### src/rtl/cpu_types_pkg.sv
// cpu_types_pkg: shared CPU types, including the ALU opcode set with iterative MULU/DIVU
package cpu_types_pkg;
    typedef enum logic [3:0] {
        ALU_SLL  = 4'h0,
        ALU_SRL  = 4'h1,
        ALU_ADD  = 4'h2,
        ALU_SUB  = 4'h3,
        ALU_AND  = 4'h4,
        ALU_OR   = 4'h5,
        ALU_XOR  = 4'h6,
        ALU_NOR  = 4'h7,
        ALU_SLT  = 4'h8,
        ALU_SLTU = 4'h9,
        ALU_MULU = 4'hA,
        ALU_DIVU = 4'hB
    } aluop_t;
endpackage

### src/rtl/alu_iter_muldiv.sv
// alu_iter_muldiv: one-bit-per-cycle shift-add multiplier and restoring divider
module alu_iter_muldiv #(
    parameter int WIDTH = 32
) (
    input  logic             CLK,
    input  logic             RST,
    input  logic             start,
    input  logic             div,
    input  logic [WIDTH-1:0] a,
    input  logic [WIDTH-1:0] b,
    output logic             done,
    output logic [WIDTH-1:0] lo,
    output logic [WIDTH-1:0] hi
);
    localparam int CW = $clog2(WIDTH);
    logic             busy, dmode;
    logic [WIDTH-1:0] m, acc, q;
    logic [CW-1:0]    cnt;
    logic [WIDTH:0]   madd, r2, dsub;
    // next iteration value; lo/hi hold the final product/quotient while done is high
    always_comb begin
        madd = {1'b0, acc} + (q[0] ? {1'b0, m} : '0);
        r2   = {acc, q[WIDTH-1]};
        dsub = r2 - {1'b0, m};
        hi   = dmode ? (dsub[WIDTH] ? r2[WIDTH-1:0] : dsub[WIDTH-1:0]) : madd[WIDTH:1];
        lo   = dmode ? {q[WIDTH-2:0], ~dsub[WIDTH]} : {madd[0], q[WIDTH-1:1]};
        done = busy && cnt == CW'(WIDTH - 1);
    end
    // load operands on start, then iterate WIDTH times
    always_ff @(posedge CLK or posedge RST) begin
        if (RST) begin
            busy  <= 1'b0;
            dmode <= 1'b0;
            m     <= '0;
            acc   <= '0;
            q     <= '0;
            cnt   <= '0;
        end else if (start) begin
            busy  <= 1'b1;
            dmode <= div;
            m     <= b;
            acc   <= '0;
            q     <= a;
            cnt   <= '0;
        end else if (busy) begin
            acc  <= hi;
            q    <= lo;
            cnt  <= cnt + 1'b1;
            busy <= !done;
        end
    end
endmodule

### src/rtl/alu_iter.sv
// alu_iter: registered ALU with iterative unsigned multiply/divide and valid/ready handshake
module alu_iter
    import cpu_types_pkg::*;
#(
    parameter int WIDTH  = 32,
    parameter int MULDIV = 1
) (
    input  logic             CLK,
    input  logic             RST,
    input  logic             in_valid,
    output logic             in_ready,
    input  logic [3:0]       aluop,
    input  logic [WIDTH-1:0] porta,
    input  logic [WIDTH-1:0] portb,
    output logic             out_valid,
    output logic [WIDTH-1:0] portout,
    output logic [WIDTH-1:0] porthi,
    output logic             negative,
    output logic             overflow,
    output logic             zero
);
    localparam int SW = $clog2(WIDTH);
    typedef enum logic [1:0] {IDLE, MUL, DIV} state_t;
    state_t           state;
    logic [SW-1:0]    sh;
    logic [WIDTH-1:0] add_r, sub_r, res, hi, md_lo, md_hi;
    logic             ovf, start, is_div, md_done;
    assign sh     = porta[SW-1:0];
    assign add_r  = porta + portb;
    assign sub_r  = porta - portb;
    assign is_div = aluop == ALU_DIVU;
    assign start  = in_valid && in_ready && MULDIV != 0
                    && (aluop == ALU_MULU || (is_div && portb != '0));
    // single-cycle result mux; divide-by-zero resolves here without iterating
    always_comb begin
        res = '0;
        hi  = '0;
        ovf = 1'b0;
        case (aluop)
            ALU_SLL:  res = portb << sh;
            ALU_SRL:  res = portb >> sh;
            ALU_ADD: begin
                res = add_r;
                ovf = porta[WIDTH-1] == portb[WIDTH-1] && add_r[WIDTH-1] != porta[WIDTH-1];
            end
            ALU_SUB: begin
                res = sub_r;
                ovf = porta[WIDTH-1] != portb[WIDTH-1] && sub_r[WIDTH-1] != porta[WIDTH-1];
            end
            ALU_AND:  res = porta & portb;
            ALU_OR:   res = porta | portb;
            ALU_XOR:  res = porta ^ portb;
            ALU_NOR:  res = ~(porta | portb);
            ALU_SLT:  res = WIDTH'($signed(porta) < $signed(portb));
            ALU_SLTU: res = WIDTH'(porta < portb);
            ALU_DIVU: if (MULDIV != 0 && portb == '0) begin
                res = '1;
                hi  = porta;
                ovf = 1'b1;
            end
            default: ;
        endcase
    end
    alu_iter_muldiv #(.WIDTH(WIDTH)) u_muldiv (
        .CLK  (CLK),
        .RST  (RST),
        .start(start),
        .div  (is_div),
        .a    (porta),
        .b    (portb),
        .done (md_done),
        .lo   (md_lo),
        .hi   (md_hi)
    );
    // control FSM with registered handshake and result outputs
    always_ff @(posedge CLK or posedge RST) begin
        if (RST) begin
            state     <= IDLE;
            in_ready  <= 1'b1;
            out_valid <= 1'b0;
            portout   <= '0;
            porthi    <= '0;
            negative  <= 1'b0;
            overflow  <= 1'b0;
            zero      <= 1'b0;
        end else begin
            out_valid <= 1'b0;
            if (state == IDLE) begin
                if (start) begin
                    state    <= is_div ? DIV : MUL;
                    in_ready <= 1'b0;
                end else if (in_valid) begin
                    out_valid <= 1'b1;
                    portout   <= res;
                    porthi    <= hi;
                    negative  <= res[WIDTH-1];
                    overflow  <= ovf;
                    zero      <= res == '0;
                end
            end else if (md_done) begin
                state     <= IDLE;
                in_ready  <= 1'b1;
                out_valid <= 1'b1;
                portout   <= md_lo;
                porthi    <= md_hi;
                negative  <= md_lo[WIDTH-1];
                overflow  <= state == MUL && md_hi != '0;
                zero      <= md_lo == '0;
            end
        end
    end
endmodule

### config.mk
export PLATFORM = sky130hd
export DESIGN_NAME = alu_iter
export DESIGN_NICKNAME = d
export VERILOG_FILES = /design/src/rtl/cpu_types_pkg.sv /design/src/rtl/alu_iter_muldiv.sv /design/src/rtl/alu_iter.sv
export SDC_FILE = /design/constraint.sdc
export NUM_CORES = 1
export LEC_CHECK = 0
export ABC_AREA = 1
export CAP_MARGIN = 20
export CORE_UTILIZATION = 35
export CTS_CLUSTER_SIZE = 25
export DETAILED_ROUTE_END_ITERATION = 16
export PLACE_DENSITY_LB_ADDON = 0.25
export SLEW_MARGIN = 10
export SYNTH_ARGS = -nofsm -noshare
export SYNTH_HDL_FRONTEND = slang
export SYNTH_SLANG_ARGS = --single-unit
### constraint.sdc
create_clock -name CLK -period 10.12 [get_ports CLK]
set_input_delay 2.024 -clock CLK [delete_from_list [all_inputs] [get_ports CLK]]
set_output_delay 2.024 -clock CLK [all_outputs]
set_load 0.01 [all_outputs]
# Yosys cells after proc, flatten, opt, wreduce, memory -nomap -nowiden
# Index checks and enable logic that the tools add are counted.
# op_classes
n_addsub	5
n_lt_le_gt_ge	2
n_eq_ne	20
shift	2
n_mux	49
n_bitwise	5
n_reduce_logical	20
# op_table
cell	n
$mux 32	19
$pmux 32 s11	1
$logic_not 32->1	3
$lt 32x32->1	2
$reduce_bool 32->1	2
$add 32x33->33	1
$sub 33x32->33	1
$add 32x32->32	1
$and 32x32->32	1
$not 32->32	1
$or 32x32->32	1
$shl 32x5->32	1
$shr 32x5->32	1
$sub 32x32->32	1
$xor 32x32->32	1
$mux 1	22
$eq 4x3->1 const B	4
$eq 4x4->1 const B	4
$mux 5	2
$eq 4x2->1 const B	2
$mux 2	4
$logic_and 1x1->1	7
$ne 2x2->1 const B	3
$add 5x1->5 const B	1
14 further kinds	17
# totals
ff_bits	174
in_bits	71
output_inout_bits	69
word_cells	117

# Longest topological paths before layout
# logic_depth
ltp_word	7
ltp_mapped	26
mapped_depth_nobuf	25

# Hierarchy
# Synthesis repeated with hierarchy kept, for this count alone.
# hier_totals
cells_unflattened	4378
area_unflattened_um2	24424.7
# by_module_without_submodules
module	n_inst	cells_each	area_per_inst_um2	seq_area_each_um2
alu_iter	1	2624	14123.5	1752.9
alu_iter_muldiv	1	1754	10301.1	2577.5

# Worst setup path before layout
# No wires, ideal clock.
# synth_timing
path_kind	input port to flip-flop
from	in porta[2]
to	reg zero
setup_ns	0.077
arrival_time_ns	4.475
required_ns	10.043
slack_ns	5.568
stages	22
path_buffers	3
cell_sequence	inv_2 clkbuf_1 clkbuf_1 ha_1 clkbuf_2 nor2_1 nand2_1 nand2_1 nand3_1 nand2_1 nand2_1 nand2_1 nand3_1 nand2_1 nor2_1 nor2_1 nand3_1 nor2_1 nand2_1 nor2_1 nand4_1 a21oi_1
# synth_between
elab_chain_cells	7
word_cells_on_any_way	15
cone_classes	2 x add/sub; 2 x order compare; 2 x shift; 4 x mux; 4 x bitwise; 1 x reduce/logical
# synth_lines
item	line_no	rtl
start: declaration	alu_iter.sv:13	input logic [WIDTH-1:0] porta,
parallel branches: the longest is 2 deep, another holds $sub 32x32->32	n/a	
$pmux 32 s11 *	alu_iter.sv:39	case (aluop)
$logic_not 32->1 *	alu_iter.sv:98	zero <= res == '0;
$mux 1 *	alu_iter.sv:92	end else if (in_valid) begin
$mux 1 *	alu_iter.sv:89	if (start) begin
$mux 1 *	alu_iter.sv:88	if (state == IDLE) begin
end signal: assignment	alu_iter.sv:85	zero <= 1'b0;
end signal: assignment	alu_iter.sv:98	
end signal: assignment	alu_iter.sv:108	zero <= md_lo == '0;
end: declaration	alu_iter.sv:20	output logic zero
# Every way passes the cells marked *. The select of a mux whose other input is x is not followed.
# A chain may end at the register's enable or synchronous reset.

# Final worst setup path
# layout_timing
from	in portb[10]
to	reg porthi[2]
# layout_between
elab_chain_cells	6
word_cells_on_any_way	12
cone_classes	1 x eq/ne; 5 x mux; 6 x reduce/logical
# layout_lines
item	line_no	rtl
start: declaration	alu_iter.sv:14	input logic [WIDTH-1:0] portb,
$logic_not 32->1 / $reduce_bool 32->1 (equally long branches)	alu_iter.sv:56, alu_iter.sv:33	
$mux 32 / $logic_and 1x1->1 (equally long branches)	alu_iter.sv:56, alu_iter.sv:33	
$mux 32 / $logic_or 1x1->1 (equally long branches)	alu_iter.sv:39, alu_iter.sv:33	
$mux 32 / $logic_and 1x1->1 (equally long branches)	alu_iter.sv:92, alu_iter.sv:33	
$mux 32 / $ne 2x2->1 (equally long branches)	n/a	
$mux 32 / $reduce_and 3->1 (equally long branches)	n/a	
end signal: assignment	alu_iter.sv:95	porthi <= hi;
end signal: assignment	alu_iter.sv:105	porthi <= md_hi;
end: declaration	alu_iter.sv:17	output logic [WIDTH-1:0] porthi,
# Several ways; a longest one is shown, not always the timed one. The select of a mux whose other input is x is not followed.

==> results.py <==
metrics = {
    "status": {
        "status": "finished clean",
    },
    "synth": {
        "synth_edf_count": 0,
        "seq_area_frac_synth": 0.188,
        "synth_area_um2": 23000,
        "netlist_instances": 4004,
        "ys.flop_type": "dfrtp_1",
        "synth_common_cells": "1175 x nand2_1, 510 x inv_1, 446 x nand3_1",
        "syn_avg_cell_area_um2": 5.75,
        "synth.most_common_cell": "nand2_1",
        "synth_top_area_frac": 0.192,
        "syn_nets": 4258,
        "yosys-top-cells-area": "nand2_1 19%, dfrtp_1 19%, ha_1 9.7%, nand3_1 9.7%, inv_1 8.3%",
        "yosysTopAreaCell": "nand2_1",
        "ys_types": 56,
        "async_flop_share": 1.00,
        "ys_ff_latch": 173,
        "ys_warn_count": 0,
    },
    "timing": {
        "period_minus_slack_ns": 6.57,
        "slew_headroom": 0.257,
        "hold_viol": 0,
        "tightest_slew_ns": 1.11,
        "maxSlewViolCount": 0,
        "final.setup.tns_ns": 0,
        "fin_skew_ns": 0.0143,
        "fmax_ghz": 0.152,
        "finalSetupViolCount": 0,
        "post-route-period-util": 0.650,
        "rsz0062_at_grt": "false",
    },
    "placed_design": {
        "dp.final_hpwl_um": 100000,
        "place.gp.congestion": 1.14,
        "port_buffers": 139,
        "dpl.cell_count": 4872,
    },
    "floorplanning": {
        "rows": 93,
        "die_w_um": 258,
        "die_height_um": 258,
        "die_area_um2": 66800,
        "core_area_um2": 64700,
        "pin_count": 140,
        "initial_core_util": 0.356,
    },
    "global_route": {
        "grt_usage": 0.362,
        "grt_max_degree": 108,
        "grt-ovfl-total": 0,
        "grt_pass1_vias": 25900,
        "antenna_found_initial": 12,
        "grt_first_pass_wirelength_um": 178000,
    },
    "clock_tree": {
        "cts_buffer_depth": 2,
        "hold_buffers": 0,
        "cts.sink_count": 173,
        "cts_buffers": 17,
        "worstSkewPairLatency_ns": 0.46,
        "cts_tree": "built",
        "clk_pin_slew_worst_paths_ns": 0.07,
        "post_cts_buffers": 0,
        "cts-root-buf": "clkbuf_16",
        "post_cts_resize_count": 0,
        "h-tree-depth": 4,
    },
    "power": {
        "ir_drop_mv": 0.148,
        "power_density_nw_per_um2": 246,
        "leakagePower_nw": 13.0,
    },
    "final_layout": {
        "areaGrowthSynthToFinish_pct": 11.3,
        "fin_cells": 4905,
        "final-seq-area_um2": 4330,
        "nNetsFinal": 4290,
        "multiInputGateArea_um2": 16000,
        "final_util": 0.396,
        "drive_gt1_frac": 0.0361,
        "nFillCells": 7322,
    },
    "drt": {
        "wl_um": 124000,
        "vias_per_cell": 5.79,
        "dr_total_vias": 28400,
        "drc": 0,
        "drt_iter0_drc": 4190,
        "wl_per_cell_um": 25.2,
        "first_pass_iters": 9,
        "antenna_left": 0,
    },
    "worst_setup_path": {
        "crit_chain": "clkdlybuf4s50_1 > inv_1 > nand4_1 > nor2_1 > nand3_1 > nor2_1 > nor2_4 > inv_2 > a31oi_4 > buf_4 > inv_2 > buf_12 > o21ai_0 > a21oi_1 > nor2_1",
        "cp_top_family": "buffers and inverters",
        "cp-start-kind": "input port",
        "crit_arrival_ns": 6.96,
        "path_buf_inv": 6,
        "cp.depth": 15,
        "crit_slowest_cell": "clkdlybuf4s50_1",
        "worstPathMaxFanout": 54,
        "required_ns": 10.51,
        "ff2ff_path_depth": 10,
        "worstSetupPathType": "input port to register",
        "crit_path_max_incr_delay_ns": 0.93,
        "crit_path_end_kind": "register",
        "cp_common_cell": "nor2_1",
    },
    "flow_run": {
        "maxCapViolCount": 0,
    },
    "hold_path": {
        "holdPathStages": 2,
        "min_path_type": "register to register",
    },
}
layout by cell type, fill, tap and decap left out, types with 32 or more instances in the layout:
cell type,count
ha_1,179
nand3_1,446
inv_1,508
dfrtp_1,171
nand2_1,1175
o22ai_1,32
nor3_1,42
clkdlybuf4s50_1,135
nand4_1,58
nor2_1,410
a21oi_1,242
o21ai_0,294
cell type report:
class	instances	area share
sequential	173	0.169
antenna	1	0.0000977
tap	855	0.0418
clock buffer	20	0.0170
timing repair buffer	170	0.0631
clock inverter	12	0.00425
multi-input combinational	3143	0.627
inverter	531	0.0781
worst reg2reg max path: stages (launching register included):
cell     delay, ns
dfstp_2       0.66
nand3_1       0.16
nor2_4        0.72
inv_2         0.57
a31oi_4       0.27
buf_4         0.49
inv_2         0.51
buf_12        0.32
o21ai_0       0.11
a21oi_1       0.12
nor2_1        0.14
stage by stage:
step | hold slack, ns | area (um^2) | setup WS (ns) | total power (W)
floorplan | 0.459 | 23000 | 3.41 | 0.00398
global placement | 0.471 | 25000 | 3.12 | 0.00555
detailed placement | 0.475 | 25100 | 3.29 | 0.00556
CTS | 0.497 | 25600 | 3.74 | 0.00622
global route | 0.514 | 25600 | 3.45 | 0.00677
finish | 0.489 | 25600 | 3.55 | 0.00631
sequential cells by signal (all words and copies together) (netlist names), 2 cells and up:
signal and cells:
state 2, portout 32, porthi 32, u_muldiv.cnt 5, u_muldiv.acc 32, u_muldiv.q 32
u_muldiv.m 32
path summary, 6_finish.rpt:
path / from / end / slack [ns]
worst max-delay path: portb[10] / porthi[2] / 3.55
worst min-delay path: portout[24] / portout[24] / 0.49
worst max register to register: in_ready / porthi[2] / 5.97
worst min register to register: portout[24] / portout[24] / 0.49
max in group asynchronous: RST / u_muldiv.dmode / 6.43
min in group asynchronous: RST / u_muldiv.m[9] / 2.06
per-layer routing:
metal	track usage	share of wire	wire length [um]	vias up
li1	-	-	-	13100
met1	0.489	0.41	51200	13300
met2	0.556	0.43	53300	1690
met3	0.0542	0.094	11600	286
met4	0.191	0.060	7430	6
met5	0	0.00030	37	-
power by group:
part | switching (W) | internal, W
logic | 0.00291 | 0.00142
registers | 0.000335 | 0.000998
clock network | 0.000328 | 0.000323
cells by family (layout without fill, tap and decap cells):
group | count (synthesis) | in the layout | share of synthesized area
compound gates | 713 | 713 | 0.176
xor+xnor | 19 | 19 | 0.00723
fa+ha+maj | 183 | 183 | 0.101
buf+inv | 688 | 733 | 0.115
flops | 173 | 173 | 0.188
mux | 9 | 9 | 0.00397
other cells | 0 | 1 | 0
simple gates | 2219 | 2219 | 0.408
Power figures use the tool's default switching activity.
